==> config.mk <==
export PLATFORM = sky130hd
export DESIGN_NAME = uart_rx_frame
export DESIGN_NICKNAME = d
export VERILOG_FILES = /design/src/rtl/uart_rx_frame.sv
export SDC_FILE = /design/constraint.sdc
export NUM_CORES = 1
export LEC_CHECK = 0
export CAP_MARGIN = 0
export CORE_ASPECT_RATIO = 1.1
export CORE_MARGIN = 2
export CORE_UTILIZATION = 59
export DETAILED_ROUTE_END_ITERATION = 10
export PLACE_DENSITY = 0.87
export SLEW_MARGIN = 20
export SYNTH_ARGS = -nofsm -noshare
export SYNTH_HDL_FRONTEND = slang
export SYNTH_SLANG_ARGS = --single-unit
==> constraint.sdc <==
create_clock -name clk_rx -period 4.2 [get_ports clk_rx]
set_input_delay 0.84 -clock clk_rx [delete_from_list [all_inputs] [get_ports clk_rx]]
set_output_delay 0.84 -clock clk_rx [all_outputs]
set_load 0.05 [all_outputs]
==> src/rtl/uart_rx_frame.sv <==
// ============================================================================
// Module   : uart_rx_frame
// Brief    : Oversampling UART receive deframer with majority-vote sampling,
//            optional even/odd parity check and stop-bit check.
// Revision : 1.0 - initial release
// ============================================================================
`default_nettype none

module uart_rx_frame #(
    parameter int DATA_WIDTH = 8,
    parameter int OVERSAMPLE = 8
) (
    input  logic                  clk_rx,
    input  logic                  rst_rx,
    input  logic                  rx_in_rx,
    input  logic                  par_en_rx,
    input  logic                  par_typ_rx,
    output logic [DATA_WIDTH-1:0] p_data_rx,
    output logic                  data_valid_rx,
    output logic                  par_err_rx,
    output logic                  stp_err_rx,
    output logic                  busy_rx
);

    localparam int EW = (OVERSAMPLE > 1) ? $clog2(OVERSAMPLE) : 1;
    localparam int BW = (DATA_WIDTH > 1) ? $clog2(DATA_WIDTH) : 1;

    localparam logic [EW-1:0] c_samp0 = EW'(OVERSAMPLE / 2 - 1);
    localparam logic [EW-1:0] c_samp1 = EW'(OVERSAMPLE / 2);
    localparam logic [EW-1:0] c_samp2 = EW'(OVERSAMPLE / 2 + 1);
    localparam logic [EW-1:0] c_elast = EW'(OVERSAMPLE - 1);
    localparam logic [EW-1:0] c_eone  = EW'(1);
    localparam logic [BW-1:0] c_blast = BW'(DATA_WIDTH - 1);
    localparam logic [BW-1:0] c_bone  = BW'(1);

    typedef enum logic [2:0] {
        S_IDLE   = 3'd0,
        S_START  = 3'd1,
        S_DATA   = 3'd2,
        S_PARITY = 3'd3,
        S_STOP   = 3'd4
    } state_t;

    state_t                r_state;
    logic                  r_sync1;
    logic                  r_sync2;
    logic [EW-1:0]         r_edge;
    logic [BW-1:0]         r_bit;
    logic                  r_s0;
    logic                  r_s1;
    logic [DATA_WIDTH-1:0] r_shift;
    logic                  r_par_en;
    logic                  r_par_typ;
    logic                  r_par_bad;
    logic [DATA_WIDTH-1:0] r_data;
    logic                  r_valid;
    logic                  r_perr;
    logic                  r_serr;

    logic w_rxs;
    logic w_vote;
    logic w_decide;
    logic w_wrap;

    assign w_rxs    = r_sync2;
    // Third sample is taken live at the decision tick, so the vote resolves there.
    assign w_vote   = (r_s0 & r_s1) | (r_s0 & w_rxs) | (r_s1 & w_rxs);
    assign w_decide = (r_edge == c_samp2);
    assign w_wrap   = (r_edge == c_elast);

    always_ff @(posedge clk_rx) begin
        if (rst_rx) begin
            r_state   <= S_IDLE;
            r_sync1   <= 1'b1;
            r_sync2   <= 1'b1;
            r_edge    <= '0;
            r_bit     <= '0;
            r_s0      <= 1'b1;
            r_s1      <= 1'b1;
            r_shift   <= '0;
            r_par_en  <= 1'b0;
            r_par_typ <= 1'b0;
            r_par_bad <= 1'b0;
            r_data    <= '0;
            r_valid   <= 1'b0;
            r_perr    <= 1'b0;
            r_serr    <= 1'b0;
        end else begin
            r_sync1 <= rx_in_rx;
            r_sync2 <= r_sync1;
            r_valid <= 1'b0;
            r_perr  <= 1'b0;
            r_serr  <= 1'b0;

            if (r_state != S_IDLE) begin
                r_edge <= w_wrap ? '0 : r_edge + c_eone;
                if (r_edge == c_samp0) r_s0 <= w_rxs;
                if (r_edge == c_samp1) r_s1 <= w_rxs;
            end

            case (r_state)
                S_IDLE: begin
                    if (!w_rxs) begin
                        r_state   <= S_START;
                        r_edge    <= '0;
                        r_bit     <= '0;
                        r_par_en  <= par_en_rx;
                        r_par_typ <= par_typ_rx;
                        r_par_bad <= 1'b0;
                    end
                end
                S_START: begin
                    if (w_decide && w_vote) begin
                        r_state <= S_IDLE;
                        r_edge  <= '0;
                    end else if (w_wrap) begin
                        r_state <= S_DATA;
                    end
                end
                S_DATA: begin
                    if (w_decide) r_shift <= {w_vote, r_shift[DATA_WIDTH-1:1]};
                    if (w_wrap) begin
                        if (r_bit == c_blast) begin
                            r_bit   <= '0;
                            r_state <= r_par_en ? S_PARITY : S_STOP;
                        end else begin
                            r_bit <= r_bit + c_bone;
                        end
                    end
                end
                S_PARITY: begin
                    if (w_decide) r_par_bad <= (w_vote != ((^r_shift) ^ r_par_typ));
                    if (w_wrap) r_state <= S_STOP;
                end
                S_STOP: begin
                    // Resolving mid-bit leaves half a bit to catch a back-to-back start edge.
                    if (w_decide) begin
                        r_state <= S_IDLE;
                        r_edge  <= '0;
                        if (!w_vote) begin
                            r_serr <= 1'b1;
                        end else if (r_par_bad) begin
                            r_perr <= 1'b1;
                        end else begin
                            r_data  <= r_shift;
                            r_valid <= 1'b1;
                        end
                    end
                end
                default: begin
                    r_state <= S_IDLE;
                    r_edge  <= '0;
                end
            endcase
        end
    end

    assign p_data_rx     = r_data;
    assign data_valid_rx = r_valid;
    assign par_err_rx    = r_perr;
    assign stp_err_rx    = r_serr;
    assign busy_rx       = (r_state != S_IDLE);

endmodule

`default_nettype wire

Word-level counts from Yosys, hierarchy flattened

Cells that the tools add are included.

Reductions and logical operators: 17
Equal/unequal tests: 17
Add/subtract/negate cells: 2
Mux-type cells: 25
Bitwise gates (word level): 11

Operators by type and width:

| kind                  | count |
|---|---|
| $mux W3               | 16 |
| $eq A3 B3 Y1 const B  | 5 |
| $pmux W3 S5           | 1 |
| $ne A2 B2 Y1 const B  | 6 |
| $pmux W3 S4           | 1 |
| $eq A3 B2 Y1 const B  | 3 |
| $reduce_and A2 Y1     | 4 |
| $reduce_xor A8 Y1     | 1 |
| $add A3 B1 Y3 const B | 2 |
| $pmux W3 S2           | 1 |
| $reduce_and A3 Y1     | 2 |
| $reduce_and A6 Y1     | 1 |
| $mux W1               | 5 |
| $not A1 Y1            | 5 |
| $reduce_and A4 Y1     | 1 |
| $reduce_bool A2 Y1    | 2 |
| $reduce_or A4 Y1      | 1 |
| $and A1 B1 Y1         | 3 |
| $eq A3 B1 Y1 const B  | 1 |
| $logic_not A3 Y1      | 1 |
| $ne A3 B3 Y1 const B  | 1 |
| $reduce_bool A3 Y1    | 1 |
| $reduce_or A3 Y1      | 1 |
| $or A1 B1 Y1          | 2 |
| 5 further kinds       | 5 |

Logic and storage cells: 87
Output and inout bits: 12
Flip-flop bits (word level): 35

Depth between registers and ports, before layout

Depth after elaboration: 6
Depth in mapped cells: 7

Worst setup path before layout

OpenSTA, ideal clock, no wires.

Kind: flip-flop to output port
Start: register r_state[2]
End: output port busy_rx
Cell stages (with the launch flop): 3
Setup slack: 2353 ps
Arrival time: 1007 ps
Data required time: 3360 ps
Cell sequence: dfxtp_1 -> buf_4 -> or3_1

Longest elaborated chain between the ends: 1

RTL lines:

| what                   | RTL line | RTL |
|---|---|---|
| start, declared        | 44       | `state_t r_state;` |
| start signal, assigned | 125      | `r_state <= r_par_en ? S_PARITY : S_STOP;` |
| $reduce_bool A3 Y1     | 162      | `assign busy_rx = (r_state != S_IDLE);` |
| end, declared          | 22       | `output logic busy_rx` |

No other way between the ends.

Worst setup path in the final report

Start: register r_state[1]
End: output port busy_rx

Same word-level chain as after synthesis.

==> flow_metrics.py <==
metrics = {
    "worst_hold_path": {
        "hp-class": "register to register",
        "hold_depth": 1,
        "hold_end": "r_sync2$_SDFF_PP1_",
        "min_from": "r_sync1$_SDFF_PP1_",
    },
    "clock_network": {
        "clkLatencyLatePin_ns": 0.33,
        "tritoncts": "built",
        "cts_sinks": 35,
        "h-tree-depth": 2,
        "clk_path_buf_depth": 2,
        "cts_root_buf": "clkbuf_4",
        "postCtsHoldBufs": 0,
        "post_cts_buffers": 0,
        "cts_made_buffers": 5,
        "clkSlewWorstSetupHoldPaths_ns": 0.10,
        "post_cts_resize_count": 0,
    },
    "cells_and_area": {
        "syn_to_final_growth_pct": 12.5,
        "drive_above_1_share_pct": 7.29,
        "diodes": 0,
        "fin_nets": 203,
    },
    "grt": {
        "overflow": 0,
        "grt_antenna_before_repair": 0,
        "grt_usage_pct": 20.8,
        "grt_pass1_vias": 1210,
        "grt_first_pass_wirelength_mm": 4.91,
        "grt_max_degree": 22,
    },
    "timing": {
        "max_slew_margin_pct": 54.2,
        "hold_viol": 0,
        "worst_pin_slew_ns": 0.684,
        "whs_ns": 0.421,
        "fin_skew_ns": 0.00672,
        "min_period_ns": 2.83,
        "rsz0062_at_grt": "false",
        "drv_slew": 0,
        "setup_tns_ns": 0,
        "fmax_mhz": 353,
        "setup_viol": 0,
        "fin_crit_sh_pct": 67.4,
    },
    "synth": {
        "synth_seq_area_share_pct": 42.4,
        "synth.top_cell.area_share_pct": 42.4,
        "yosys.cell_count.top_type": "dfxtp_1",
        "yosysTopAreaCell": "dfxtp_1",
        "synthTopCellsByArea": "dfxtp_1, mux2i_1, nor2_1",
        "ys_warn_count": 0,
        "netlist_area_mm2": 0.00165,
        "synthCells": 178,
        "async_reset_ff_share_pct": 0,
        "syn_nets": 190,
        "synth_edf_count": 0,
        "synth.avg_cell_area_um2": 9.29,
        "ys_top_cells_by_count": "dfxtp_1, nor2_1, mux2i_1",
        "yosys_most_used_dff": "dfxtp_1",
        "ys_ff_latch": 35,
        "ys_types": 38,
    },
    "floorplan": {
        "io_pins": 17,
        "die_h_um": 59.5,
        "core_mm2": 0.00273,
        "die_x_um": 54.5,
        "initial_core_util_pct": 60.6,
        "die-area_mm2": 0.00324,
        "rows": 20,
    },
    "placed_design": {
        "place_congestion": 0.877,
        "dp_hpwl_mm": 2.10,
        "port-buffer-count": 16,
    },
    "worst_setup_path": {
        "endpoint_kind": "output port",
        "r2r-start": "r_state[1]$_SDFFE_PP0P_",
        "ff2ff_setup_slack_ns": 2.12,
        "cp.arrival_ns": 1.99,
        "criticalPathCategory": "register to output port",
        "cp_slowest_stage_delay_ns": 0.81,
        "path_cells": "or3_1, clkdlybuf4s50_1",
        "reg2reg_to": "p_data_rx[3]$_SDFFE_PP0P_",
        "slowest_stage": "clkdlybuf4s50_1",
        "crit_required_ns": 3.36,
        "ff2ff_path_depth": 4,
        "start_kind": "register",
        "worst-path-max-fanout": 17,
    },
    "detailed_routing": {
        "wl_per_cell_um": 13.1,
        "vias": 1284,
        "drt-total-wl_mm": 2.94,
        "met3_length_um": 140,
        "wl_met1_mm": 1.28,
        "via_per_inst": 5.71,
        "met2WireLength_mm": 1.52,
        "drt-pass1-iter-count": 4,
        "drtIter0Drc": 47,
        "drc": 0,
        "ant_nets": 0,
        "maxUsedRoutingLayer": "met3",
    },
    "run_status": {
        "status": "finished clean",
    },
    "flow_run": {
        "drv_cap": 0,
    },
    "power": {
        "p_per_area_mw_per_mm2": 288,
        "p_leak_nw": 0.770,
        "peakVddDrop_uv": 230,
    },
}
kinds of logic (layout without fill, tap and decap cells):
family          count (synthesis)  in the layout  synth area share [%]
simple gates                   69             69                  21.9
xor+xnor                        8              8                  5.07
fa+ha+maj                       8              8                  5.98
compound gates                 25             25                  9.23
mux                            19             19                  11.5
buf+inv                        14             28                  4.01
flops                          35             35                  42.4
power breakdown:
group,total [W],switching [W],leakage (nW),internal [W]
Sequential,0.000338,0.00000364,0.283,0.000334
Clock,0.000172,0.000110,0.0347,0.0000623
Combinational,0.0000257,0.0000148,0.452,0.0000109
Total,0.000536,0.000128,0.770,0.000408
state kept, by name (all words and copies together) (netlist names):
register       cells
r_s0               1
p_data_rx          8
r_par_bad          1
r_s1               1
data_valid_rx      1
r_par_typ          1
r_bit              3
par_err_rx         1
r_par_en           1
stp_err_rx         1
r_sync2            1
r_shift            8
r_sync1            1
r_edge             3
r_state            3
placed cells by master, fill, tap and decap left out, types with 2 or more instances in the layout:
cell type        count
clkinv_2             3
o21ai_0              8
nor2b_1              4
ha_1                 7
a21oi_1             10
xor2_1               2
dfxtp_1             35
nor4_1               2
mux2i_1             19
nand2_1             13
or3_1                2
nand3_1              2
nand3b_1             2
nor3b_1              2
inv_1                3
nand2b_1             6
and3_1               3
nor2_1              24
nor3_1               2
clkbuf_4             5
clkdlybuf4s50_1     16
xnor2_1              5
or2_2                2
worst max-delay path by stage:
stage / startpoint / endpoint / slack (ns) / cells past startpoint
after floorplan: r_state[2]$_SDFFE_PP0P_ / busy_rx / 2.35 / 2
after global placement: r_state[1]$_SDFFE_PP0P_ / busy_rx / 1.78 / 2
after detailed placement: r_state[1]$_SDFFE_PP0P_ / busy_rx / 1.75 / 2
after CTS: r_state[1]$_SDFFE_PP0P_ / busy_rx / 1.37 / 2
after global routing: r_state[1]$_SDFFE_PP0P_ / busy_rx / 1.27 / 2
final: r_state[1]$_SDFFE_PP0P_ / busy_rx / 1.37 / 2
per-layer routing:
metal | vias up | global-route usage, %
met5 | - | 0
met4 | 0 | 10.7
met3 | 0 | 6.31
met2 | 35 | 33.7
met1 | 614 | 24.2
li1 | 635 | -
area by class of cell:
class                      instances  area (um^2)
clock buffer                       5         37.5
clock inverter                     3         15.0
fill                             207          867
inverter                           3         11.3
multi-input combinational        129          887
sequential                        35          701
tap                               33         41.3
timing repair buffer              17          168
critical path, delay by kind of cell (launching register included):
| kind | cells | cell delay [ns] |
|---|---|---|
| buf+inv | 1 | 0.81 |
| flops | 1 | 0.61 |
| simple gates | 1 | 0.24 |
per-stage QoR:
step / utilization (%) / area (um^2) / setup slack, ns / total power, W / cells
after detailed placement: 66.3 / 1810 / 1.75 / 0.000371 / 217
after global routing: 68.2 / 1860 / 1.27 / 0.000559 / 225
after global placement: 66.3 / 1810 / 1.78 / 0.000370 / 217
after floorplan: - / 1650 / 2.35 / 0.000362 / 178
after CTS: 68.2 / 1860 / 1.37 / 0.000545 / 225
final: 68.2 / 1860 / 1.37 / 0.000536 / 225
(Power assumes the default switching activity.)
